### config.mk
export PLATFORM = sky130hd
export DESIGN_NAME = decode_queue
export DESIGN_NICKNAME = d
export VERILOG_FILES = /design/src/rtl/decode_queue.sv
export SDC_FILE = /design/constraint.sdc
export NUM_CORES = 1
export LEC_CHECK = 0
export CORE_ASPECT_RATIO = 0.5
export CORE_UTILIZATION = 55
export DETAILED_ROUTE_END_ITERATION = 6
export PLACE_DENSITY = 0.78
export SYNTH_ARGS = -nofsm -noshare
export SYNTH_HDL_FRONTEND = slang
export SYNTH_SLANG_ARGS = --single-unit
### constraint.sdc
create_clock -name clk -period 4.2 [get_ports clk]
set_input_delay 0.63 -clock clk [delete_from_list [all_inputs] [get_ports clk]]
set_output_delay 0.63 -clock clk [all_outputs]
set_load 0.1 [all_outputs]
### src/rtl/decode_queue.sv
// Decode queue: DEPTH-entry instruction FIFO feeding a registered RV32I/RV64I decoder.
package decode_queue_pkg;
  localparam logic [5:0]
    i_invalid = 6'd0,  i_lui    = 6'd1,  i_auipc  = 6'd2,  i_jal    = 6'd3,  i_jalr   = 6'd4,
    i_beq     = 6'd5,  i_bne    = 6'd6,  i_blt    = 6'd7,  i_bge    = 6'd8,  i_bltu   = 6'd9,
    i_bgeu    = 6'd10, i_lb     = 6'd11, i_lh     = 6'd12, i_lw     = 6'd13, i_lbu    = 6'd14,
    i_lhu     = 6'd15, i_sb     = 6'd16, i_sh     = 6'd17, i_sw     = 6'd18, i_addi   = 6'd19,
    i_slti    = 6'd20, i_sltiu  = 6'd21, i_xori   = 6'd22, i_ori    = 6'd23, i_andi   = 6'd24,
    i_slli    = 6'd25, i_srli   = 6'd26, i_srai   = 6'd27, i_add    = 6'd28, i_sub    = 6'd29,
    i_sll     = 6'd30, i_slt    = 6'd31, i_sltu   = 6'd32, i_xor    = 6'd33, i_srl    = 6'd34,
    i_sra     = 6'd35, i_or     = 6'd36, i_and    = 6'd37, i_fence  = 6'd38, i_ecall  = 6'd39,
    i_ebreak  = 6'd40, i_csrrw  = 6'd41, i_csrrs  = 6'd42, i_csrrc  = 6'd43, i_csrrwi = 6'd44,
    i_csrrsi  = 6'd45, i_csrrci = 6'd46, i_ld     = 6'd47, i_lwu    = 6'd48, i_sd     = 6'd49;
endpackage

module decode_queue
  import decode_queue_pkg::*;
#(
  parameter int unsigned XLEN  = 32,
  parameter int unsigned DEPTH = 4,
  parameter int unsigned CW    = $clog2(DEPTH + 1)
) (
  input  logic            clk,
  input  logic            rst_n,
  input  logic            in_valid,
  output logic            in_ready,
  input  logic [31:0]     in_instr,
  input  logic [XLEN-1:0] in_pc,
  input  logic            flush,
  output logic            out_valid,
  input  logic            out_ready,
  output logic [XLEN-1:0] out_pc,
  output logic [6:0]      out_opcode,
  output logic [4:0]      out_rd,
  output logic [4:0]      out_rs1,
  output logic [4:0]      out_rs2,
  output logic [2:0]      out_func3,
  output logic [6:0]      out_func7,
  output logic [5:0]      out_shamt,
  output logic [XLEN-1:0] out_imm,
  output logic [5:0]      out_instr_id,
  output logic            out_illegal,
  output logic [CW-1:0]   count
);
  localparam int unsigned PW   = $clog2(DEPTH);
  localparam int unsigned EW   = XLEN + 32;
  localparam bit          RV64 = (XLEN == 64);

  logic [EW-1:0]   mem_q [DEPTH];
  logic [EW-1:0]   mem_d [DEPTH];
  logic [PW-1:0]   wr_ptr_q, wr_ptr_d, rd_ptr_q, rd_ptr_d;
  logic [CW-1:0]   count_q, count_d;
  logic            in_ready_q, in_ready_d, out_valid_q, out_valid_d;
  logic [XLEN-1:0] out_pc_q, out_pc_d, out_imm_q, out_imm_d;
  logic [6:0]      out_opcode_q, out_opcode_d, out_func7_q, out_func7_d;
  logic [4:0]      out_rd_q, out_rd_d, out_rs1_q, out_rs1_d, out_rs2_q, out_rs2_d;
  logic [2:0]      out_func3_q, out_func3_d;
  logic [5:0]      out_shamt_q, out_shamt_d, out_instr_id_q, out_instr_id_d;
  logic            out_illegal_q, out_illegal_d;

  logic            push, load, sh_zero, sh_sra;
  logic [31:0]     hd_instr;
  logic [XLEN-1:0] hd_pc, dec_imm, imm_i, imm_s, imm_b, imm_j, imm_u;
  logic [5:0]      dec_id, dec_shamt;

  assign push = in_valid && in_ready_q && !flush;
  assign load = (count_q != '0) && (!out_valid_q || out_ready) && !flush;

  // Combinational decode of the FIFO head
  always_comb begin
    {hd_pc, hd_instr} = mem_q[rd_ptr_q];
    sh_zero   = RV64 ? (hd_instr[31:26] == 6'b000000) : (hd_instr[31:25] == 7'b0000000);
    sh_sra    = RV64 ? (hd_instr[31:26] == 6'b010000) : (hd_instr[31:25] == 7'b0100000);
    dec_shamt = RV64 ? hd_instr[25:20] : {1'b0, hd_instr[24:20]};
    imm_i = XLEN'($signed(hd_instr[31:20]));
    imm_s = XLEN'($signed({hd_instr[31:25], hd_instr[11:7]}));
    imm_b = XLEN'($signed({hd_instr[31], hd_instr[7], hd_instr[30:25], hd_instr[11:8], 1'b0}));
    imm_j = XLEN'($signed({hd_instr[31], hd_instr[19:12], hd_instr[20], hd_instr[30:21], 1'b0}));
    imm_u = XLEN'($signed({hd_instr[31:12], 12'b0}));
    dec_id  = i_invalid;
    dec_imm = '0;
    case (hd_instr[6:0])
      7'b0110111: begin dec_id = i_lui;   dec_imm = imm_u; end
      7'b0010111: begin dec_id = i_auipc; dec_imm = imm_u; end
      7'b1101111: begin dec_id = i_jal;   dec_imm = imm_j; end
      7'b1100111: begin
        dec_imm = imm_i;
        if (hd_instr[14:12] == 3'b000) dec_id = i_jalr;
      end
      7'b1100011: begin
        dec_imm = imm_b;
        case (hd_instr[14:12])
          3'b000: dec_id = i_beq;   3'b001: dec_id = i_bne;
          3'b100: dec_id = i_blt;   3'b101: dec_id = i_bge;
          3'b110: dec_id = i_bltu;  3'b111: dec_id = i_bgeu;
          default: ;
        endcase
      end
      7'b0000011: begin
        dec_imm = imm_i;
        case (hd_instr[14:12])
          3'b000: dec_id = i_lb;    3'b001: dec_id = i_lh;
          3'b010: dec_id = i_lw;    3'b100: dec_id = i_lbu;
          3'b101: dec_id = i_lhu;
          3'b011: if (RV64) dec_id = i_ld;
          3'b110: if (RV64) dec_id = i_lwu;
          default: ;
        endcase
      end
      7'b0100011: begin
        dec_imm = imm_s;
        case (hd_instr[14:12])
          3'b000: dec_id = i_sb;    3'b001: dec_id = i_sh;
          3'b010: dec_id = i_sw;
          3'b011: if (RV64) dec_id = i_sd;
          default: ;
        endcase
      end
      7'b0010011: begin
        dec_imm = imm_i;
        case (hd_instr[14:12])
          3'b000: dec_id = i_addi;  3'b010: dec_id = i_slti;
          3'b011: dec_id = i_sltiu; 3'b100: dec_id = i_xori;
          3'b110: dec_id = i_ori;   3'b111: dec_id = i_andi;
          3'b001: if (sh_zero) dec_id = i_slli;
          3'b101: begin
            if (sh_zero)     dec_id = i_srli;
            else if (sh_sra) dec_id = i_srai;
          end
          default: ;
        endcase
      end
      7'b0110011: begin
        case ({hd_instr[31:25], hd_instr[14:12]})
          {7'h00, 3'b000}: dec_id = i_add;  {7'h20, 3'b000}: dec_id = i_sub;
          {7'h00, 3'b001}: dec_id = i_sll;  {7'h00, 3'b010}: dec_id = i_slt;
          {7'h00, 3'b011}: dec_id = i_sltu; {7'h00, 3'b100}: dec_id = i_xor;
          {7'h00, 3'b101}: dec_id = i_srl;  {7'h20, 3'b101}: dec_id = i_sra;
          {7'h00, 3'b110}: dec_id = i_or;   {7'h00, 3'b111}: dec_id = i_and;
          default: ;
        endcase
      end
      7'b0001111: begin
        dec_imm = imm_i;
        if (hd_instr[14:12] == 3'b000) dec_id = i_fence;
      end
      7'b1110011: begin
        dec_imm = imm_i;
        case (hd_instr[14:12])
          3'b000: begin
            if (hd_instr[31:7] == 25'd0) dec_id = i_ecall;
            else if (hd_instr[31:20] == 12'd1 && hd_instr[19:7] == 13'd0) dec_id = i_ebreak;
          end
          3'b001: dec_id = i_csrrw;  3'b010: dec_id = i_csrrs;
          3'b011: dec_id = i_csrrc;  3'b101: dec_id = i_csrrwi;
          3'b110: dec_id = i_csrrsi; 3'b111: dec_id = i_csrrci;
          default: ;
        endcase
      end
      default: ;
    endcase
  end

  // Next state: flush first, then push at tail and load/pop of head into output register
  always_comb begin
    mem_d          = mem_q;
    wr_ptr_d       = wr_ptr_q;
    rd_ptr_d       = rd_ptr_q;
    count_d        = count_q;
    out_valid_d    = out_valid_q;
    out_pc_d       = out_pc_q;
    out_opcode_d   = out_opcode_q;
    out_rd_d       = out_rd_q;
    out_rs1_d      = out_rs1_q;
    out_rs2_d      = out_rs2_q;
    out_func3_d    = out_func3_q;
    out_func7_d    = out_func7_q;
    out_shamt_d    = out_shamt_q;
    out_imm_d      = out_imm_q;
    out_instr_id_d = out_instr_id_q;
    out_illegal_d  = out_illegal_q;
    if (flush) begin
      wr_ptr_d    = '0;
      rd_ptr_d    = '0;
      count_d     = '0;
      out_valid_d = 1'b0;
    end else begin
      if (push) begin
        mem_d[wr_ptr_q] = {in_pc, in_instr};
        wr_ptr_d        = wr_ptr_q + PW'(1);
      end
      if (load) begin
        rd_ptr_d       = rd_ptr_q + PW'(1);
        out_valid_d    = 1'b1;
        out_pc_d       = hd_pc;
        out_opcode_d   = hd_instr[6:0];
        out_rd_d       = hd_instr[11:7];
        out_rs1_d      = hd_instr[19:15];
        out_rs2_d      = hd_instr[24:20];
        out_func3_d    = hd_instr[14:12];
        out_func7_d    = hd_instr[31:25];
        out_shamt_d    = dec_shamt;
        out_imm_d      = dec_imm;
        out_instr_id_d = dec_id;
        out_illegal_d  = (dec_id == i_invalid);
      end else if (out_valid_q && out_ready) begin
        out_valid_d = 1'b0;
      end
      count_d = count_q + CW'(push) - CW'(load);
    end
    in_ready_d = (count_d != CW'(DEPTH));
  end

  // State registers
  always_ff @(posedge clk or negedge rst_n) begin
    if (!rst_n) begin
      for (int unsigned i = 0; i < DEPTH; i++) mem_q[i] <= '0;
      wr_ptr_q       <= '0;
      rd_ptr_q       <= '0;
      count_q        <= '0;
      in_ready_q     <= 1'b1;
      out_valid_q    <= 1'b0;
      out_pc_q       <= '0;
      out_opcode_q   <= '0;
      out_rd_q       <= '0;
      out_rs1_q      <= '0;
      out_rs2_q      <= '0;
      out_func3_q    <= '0;
      out_func7_q    <= '0;
      out_shamt_q    <= '0;
      out_imm_q      <= '0;
      out_instr_id_q <= '0;
      out_illegal_q  <= 1'b0;
    end else begin
      mem_q          <= mem_d;
      wr_ptr_q       <= wr_ptr_d;
      rd_ptr_q       <= rd_ptr_d;
      count_q        <= count_d;
      in_ready_q     <= in_ready_d;
      out_valid_q    <= out_valid_d;
      out_pc_q       <= out_pc_d;
      out_opcode_q   <= out_opcode_d;
      out_rd_q       <= out_rd_d;
      out_rs1_q      <= out_rs1_d;
      out_rs2_q      <= out_rs2_d;
      out_func3_q    <= out_func3_d;
      out_func7_q    <= out_func7_d;
      out_shamt_q    <= out_shamt_d;
      out_imm_q      <= out_imm_d;
      out_instr_id_q <= out_instr_id_d;
      out_illegal_q  <= out_illegal_d;
    end
  end

  assign in_ready     = in_ready_q;
  assign out_valid    = out_valid_q;
  assign out_pc       = out_pc_q;
  assign out_opcode   = out_opcode_q;
  assign out_rd       = out_rd_q;
  assign out_rs1      = out_rs1_q;
  assign out_rs2      = out_rs2_q;
  assign out_func3    = out_func3_q;
  assign out_func7    = out_func7_q;
  assign out_shamt    = out_shamt_q;
  assign out_imm      = out_imm_q;
  assign out_instr_id = out_instr_id_q;
  assign out_illegal  = out_illegal_q;
  assign count        = count_q;
endmodule

==> metrics.log <==
[metrics] Synth Area in XOR/XNOR: 0.318%
[metrics] number of distinct standard cells referenced by the synthesized netlist: 87
[metrics] die span in x: 247 µm
[metrics] setup repair after global routing missed its margin: false
[metrics] Iter 0 DRT Violations: 983
[metrics] Post-Syn Nets: 1,299
[metrics] Skew-Pair Late Insertion Delay: 0.52 ns
[metrics] class of the tightest hold or removal check: in -> async
[metrics] placer's final routability congestion estimate: 0.953
[metrics] number of buffers inserted to repair setup after CTS: 0
[metrics] Max H-tree Level: 2
[metrics] drt pass-1 iters: 7
[metrics] Post-Syn Area per Cell: 13.5 µm²
[metrics] slowest CP cell: sky130_fd_sc_hd__nor4bb_2
[metrics] hold violation total from the final report: 0
[metrics] Crit path required time: 4.62 ns
[metrics] actual slew at the worst max-slew pin: 1.24 ns
[metrics] Tcrit/Tclk final: 85.2%
[metrics] area fraction in compound gates after synthesis: 4.87%
[metrics] worst-case headroom to the max-slew limit: 16.1%
[metrics] simple-gate share of the synthesized area: 8.64%
[metrics] layout overhead on the synthesized area: 19.2%
[metrics] count of final max-slew check failures: 0
[metrics] launching point of the worst reg2reg path: rd_ptr_q[1]$_DFFE_PN0P_
[metrics] Hold-fix buffers, CTS: 0
[metrics] kind of end point of the critical path: register
[metrics] violated checks: design-rule violations
[metrics] Fin Clk Skew: 0.00943 ns
[metrics] Buf+Inv Stages, Crit Path: 0
[metrics] layout cell share with drive strength beyond 1: 30.2%
[metrics] main area contributors after synthesis: sky130_fd_sc_hd__dfrtp_1, sky130_fd_sc_hd__mux2_2, sky130_fd_sc_hd__mux4_2
[metrics] arithmetic-cell share of the synthesized area counting full adders, half adders and majority gates: 0.637%
[metrics] average detailed-routed wire length per instance: 22.0 µm
[metrics] number of max-cap violations: 0
[metrics] Main synth FF type: sky130_fd_sc_hd__dfrtp_1
[metrics] sum of routed wire length over all layers: 39.5 mm
[metrics] Placement Cell Area: 18,600 µm²
[metrics] highest net fanout along the worst path: 32
[metrics] core region area: 29,200 µm²
[metrics] clock buffer count from CTS: 35
[metrics] worst slack at placement: 0.706 ns
[metrics] first-pass GRT wire length: 64.4 mm
[metrics] total half-perimeter wirelength after legalization and detailed placement: 26.2 mm
[metrics] final critical-path setup slack: 0.620 ns
[metrics] setup TNS: 0 ns
[metrics] type of the worst setup path: reg -> reg
[metrics] height of the chip: 125 µm
[metrics] Max clock buf depth: 3
[metrics] post-CTS clock slew at the launch and capture registers of the worst setup and hold paths: 0.06 ns
[metrics] maximum clock frequency: 279 MHz
[metrics] post-synthesis async set-or-reset flop share: 100%
[metrics] Critical Path AT: 4.00 ns
[metrics] CP top delay family: simple AND/OR/NAND/NOR gates
[metrics] clk root buf: sky130_fd_sc_hd__clkbuf_16
[metrics] TritonCTS clock tree: built
[metrics] synthesized flop and latch total: 368
[metrics] shortest period the worst path allows: 3.58 ns
[metrics] critical path's largest stage delay: 1.08 ns
[metrics] # placed instances: 1,735
[metrics] result of the run: complete, but fails checks
[metrics] clock sinks: 368
[metrics] Worst R2R End: out_imm[18]$_DFFE_PN0P_
[metrics] area fraction of the dominant cell type after synthesis: 55.6%
[metrics] row count: 44
[metrics] total congestion overflow: 0
[metrics] die outline area: 30,800 µm²
[metrics] number of standard cells after synthesis: 1,223
[metrics] vias per std cell: 5.95
[metrics] number of synthesized flops with an enable pin: 0
[metrics] cell taking the most area after synthesis: sky130_fd_sc_hd__dfrtp_1
[metrics] setup slack of the worst register-to-register path: 0.62 ns
[metrics] path depth of the worst reg2reg path: 5
[metrics] final std cells w/o fill: 1,793
[metrics] element type at the critical path start: register
[metrics] top-level I/O count: 183
[metrics] fraction of the yosys area taken by sequential cells: 55.8%
[metrics] input/output buffers: 181
[metrics] Filler cells: 2,017
[metrics] critical-path cell list: mux4_2 -> nor4bb_2 -> and2_1 -> o21ai_1 -> a31oi_1
[metrics] number of global-route vias before repair: 11,539
[metrics] Syn Std Cell Area: 16,500 µm²
[metrics] number of synthesis warnings: 0
[metrics] number of nets at the end of the flow: 1,457
[metrics] number of failing setup endpoints in the final timing report: 0
[metrics] GRT Util Overall: 27.0%
[metrics] initial antenna violation count: 1
[metrics] DRC errors left: 23
[metrics] initial standard-cell utilization of the core: 56.5%
[metrics] number of resized instances in the post-cts repair step: 0
[metrics] largest family of logic cells by synthesized area: multiplexers
[metrics] area of all placed cells without fillers: 19,700 µm²
[metrics] maximum number of pins on one net before global-route repair: 123
[metrics] DR vias: 10,675
[metrics] number of nets still failing antenna checks after routing: 0
[metrics] proportion of synthesized area in mux cells: 26.7%
## synthesized netlist by cell type, drive strengths merged (3+ instances only)
master / count
mux4: 64
a2111oi: 3
nor3: 6
a2bb2oi: 3
nor2: 45
nand4: 7
xnor2: 5
o22ai: 8
a21oi: 19
nor4: 5
o21ai: 20
o31ai: 3
a31oi: 12
clkbuf: 46
nor2b: 4
a221oi: 8
buf: 33
nand3: 8
nand2: 218
dfrtp: 367
mux2: 259
or2: 4
ha: 6
o311ai: 3
nand2b: 4
inv: 16
a221o: 6
## metrics by stage
stage	hold slack [ns]	utilization (%)
2_1_floorplan	0.334	-
3_3_place_gp	0.458	63.7
5_1_grt	0.242	67.3
6_report	0.172	67.3
4_1_cts	0.237	67.3
3_5_place_dp	0.463	63.7
## worst reg2reg max path: cells and delay by family (launching register included)
family	cells	cell delay (ns)
simple gates	2	1.62
flops	1	0.78
compound gates	2	0.63
mux	1	0.46
## per-layer routing
layer / global-route usage, % / share of wire [%] / vias up
met1: 36.5 / 43 / 5573
met2: 43.9 / 48 / 339
met5: 0.980 / 0 / -
li1: - / - / 4691
met3: 5.37 / 5.7 / 72
met4: 8.82 / 2.8 / 0
## final cells by class
class | count | area, µm² | share of cell area, %
well taps | 391 | 489 | 2.49
multi-input cells | 759 | 6850 | 34.8
clock inverters | 6 | 58.8 | 0.299
diodes | 1 | 2.50 | 0.0127
repair buffers | 200 | 2010 | 10.2
clock buffers | 51 | 996 | 5.06
inverters | 17 | 65.1 | 0.331
flip-flops and latches | 368 | 9220 | 46.8
## cells in the final DEF (no fill, tap or decap), types with 15 or more instances in the layout
cell type                         instances
sky130_fd_sc_hd__a21oi_1                 17
sky130_fd_sc_hd__buf_4                   15
sky130_fd_sc_hd__clkbuf_16               35
sky130_fd_sc_hd__clkdlybuf4s50_1        180
sky130_fd_sc_hd__dfrtp_1                365
sky130_fd_sc_hd__mux2_2                 258
sky130_fd_sc_hd__mux4_2                  56
sky130_fd_sc_hd__nand2_1                213
sky130_fd_sc_hd__nor2_1                  40
sky130_fd_sc_hd__o21ai_0                 16
## logic make-up (layout without fill, tap and decap cells)
kind of cell | Yosys count | count (layout)
adder cells (fa/ha/maj) | 8 | 8
buffers and inverters | 96 | 274
AND/OR/NAND/NOR | 316 | 316
XOR/XNOR | 6 | 6
multiplexers | 325 | 325
flip-flops | 368 | 368
other | 1 | 2
AO/OA/AOI/OAI | 103 | 103
## registers in the layout, indices dropped and copies added, names as in the netlist, 2 cells and up
register      count
out_rs1           5
rd_ptr_q          2
out_pc           32
out_func3         3
out_func7         7
out_rd            5
mem_q           256
out_shamt         5
out_opcode        7
out_instr_id      6
count             3
out_imm          32
wr_ptr_q          2
## worst max path at each step
stage                             from  slack [ns]  depth (start not counted)                 endpoint
4_1_cts        rd_ptr_q[1]$_DFFE_PN0P_        0.64                          5  out_imm[18]$_DFFE_PN0P_
3_3_place_gp                     flush        0.76                         11       in_ready$_DFF_PN1_
2_1_floorplan       count[1]$_DFF_PN0_        0.57                         15       in_ready$_DFF_PN1_
6_report       rd_ptr_q[1]$_DFFE_PN0P_        0.62                          5  out_imm[18]$_DFFE_PN0P_
5_1_grt        rd_ptr_q[1]$_DFFE_PN0P_        0.44                          5  out_imm[18]$_DFFE_PN0P_
3_5_place_dp                     flush        0.71                         11       in_ready$_DFF_PN1_
Power is left out: the tool's default activity adds up to more than one toggle a clock period on the data nets, which glitch-free logic cannot reach.
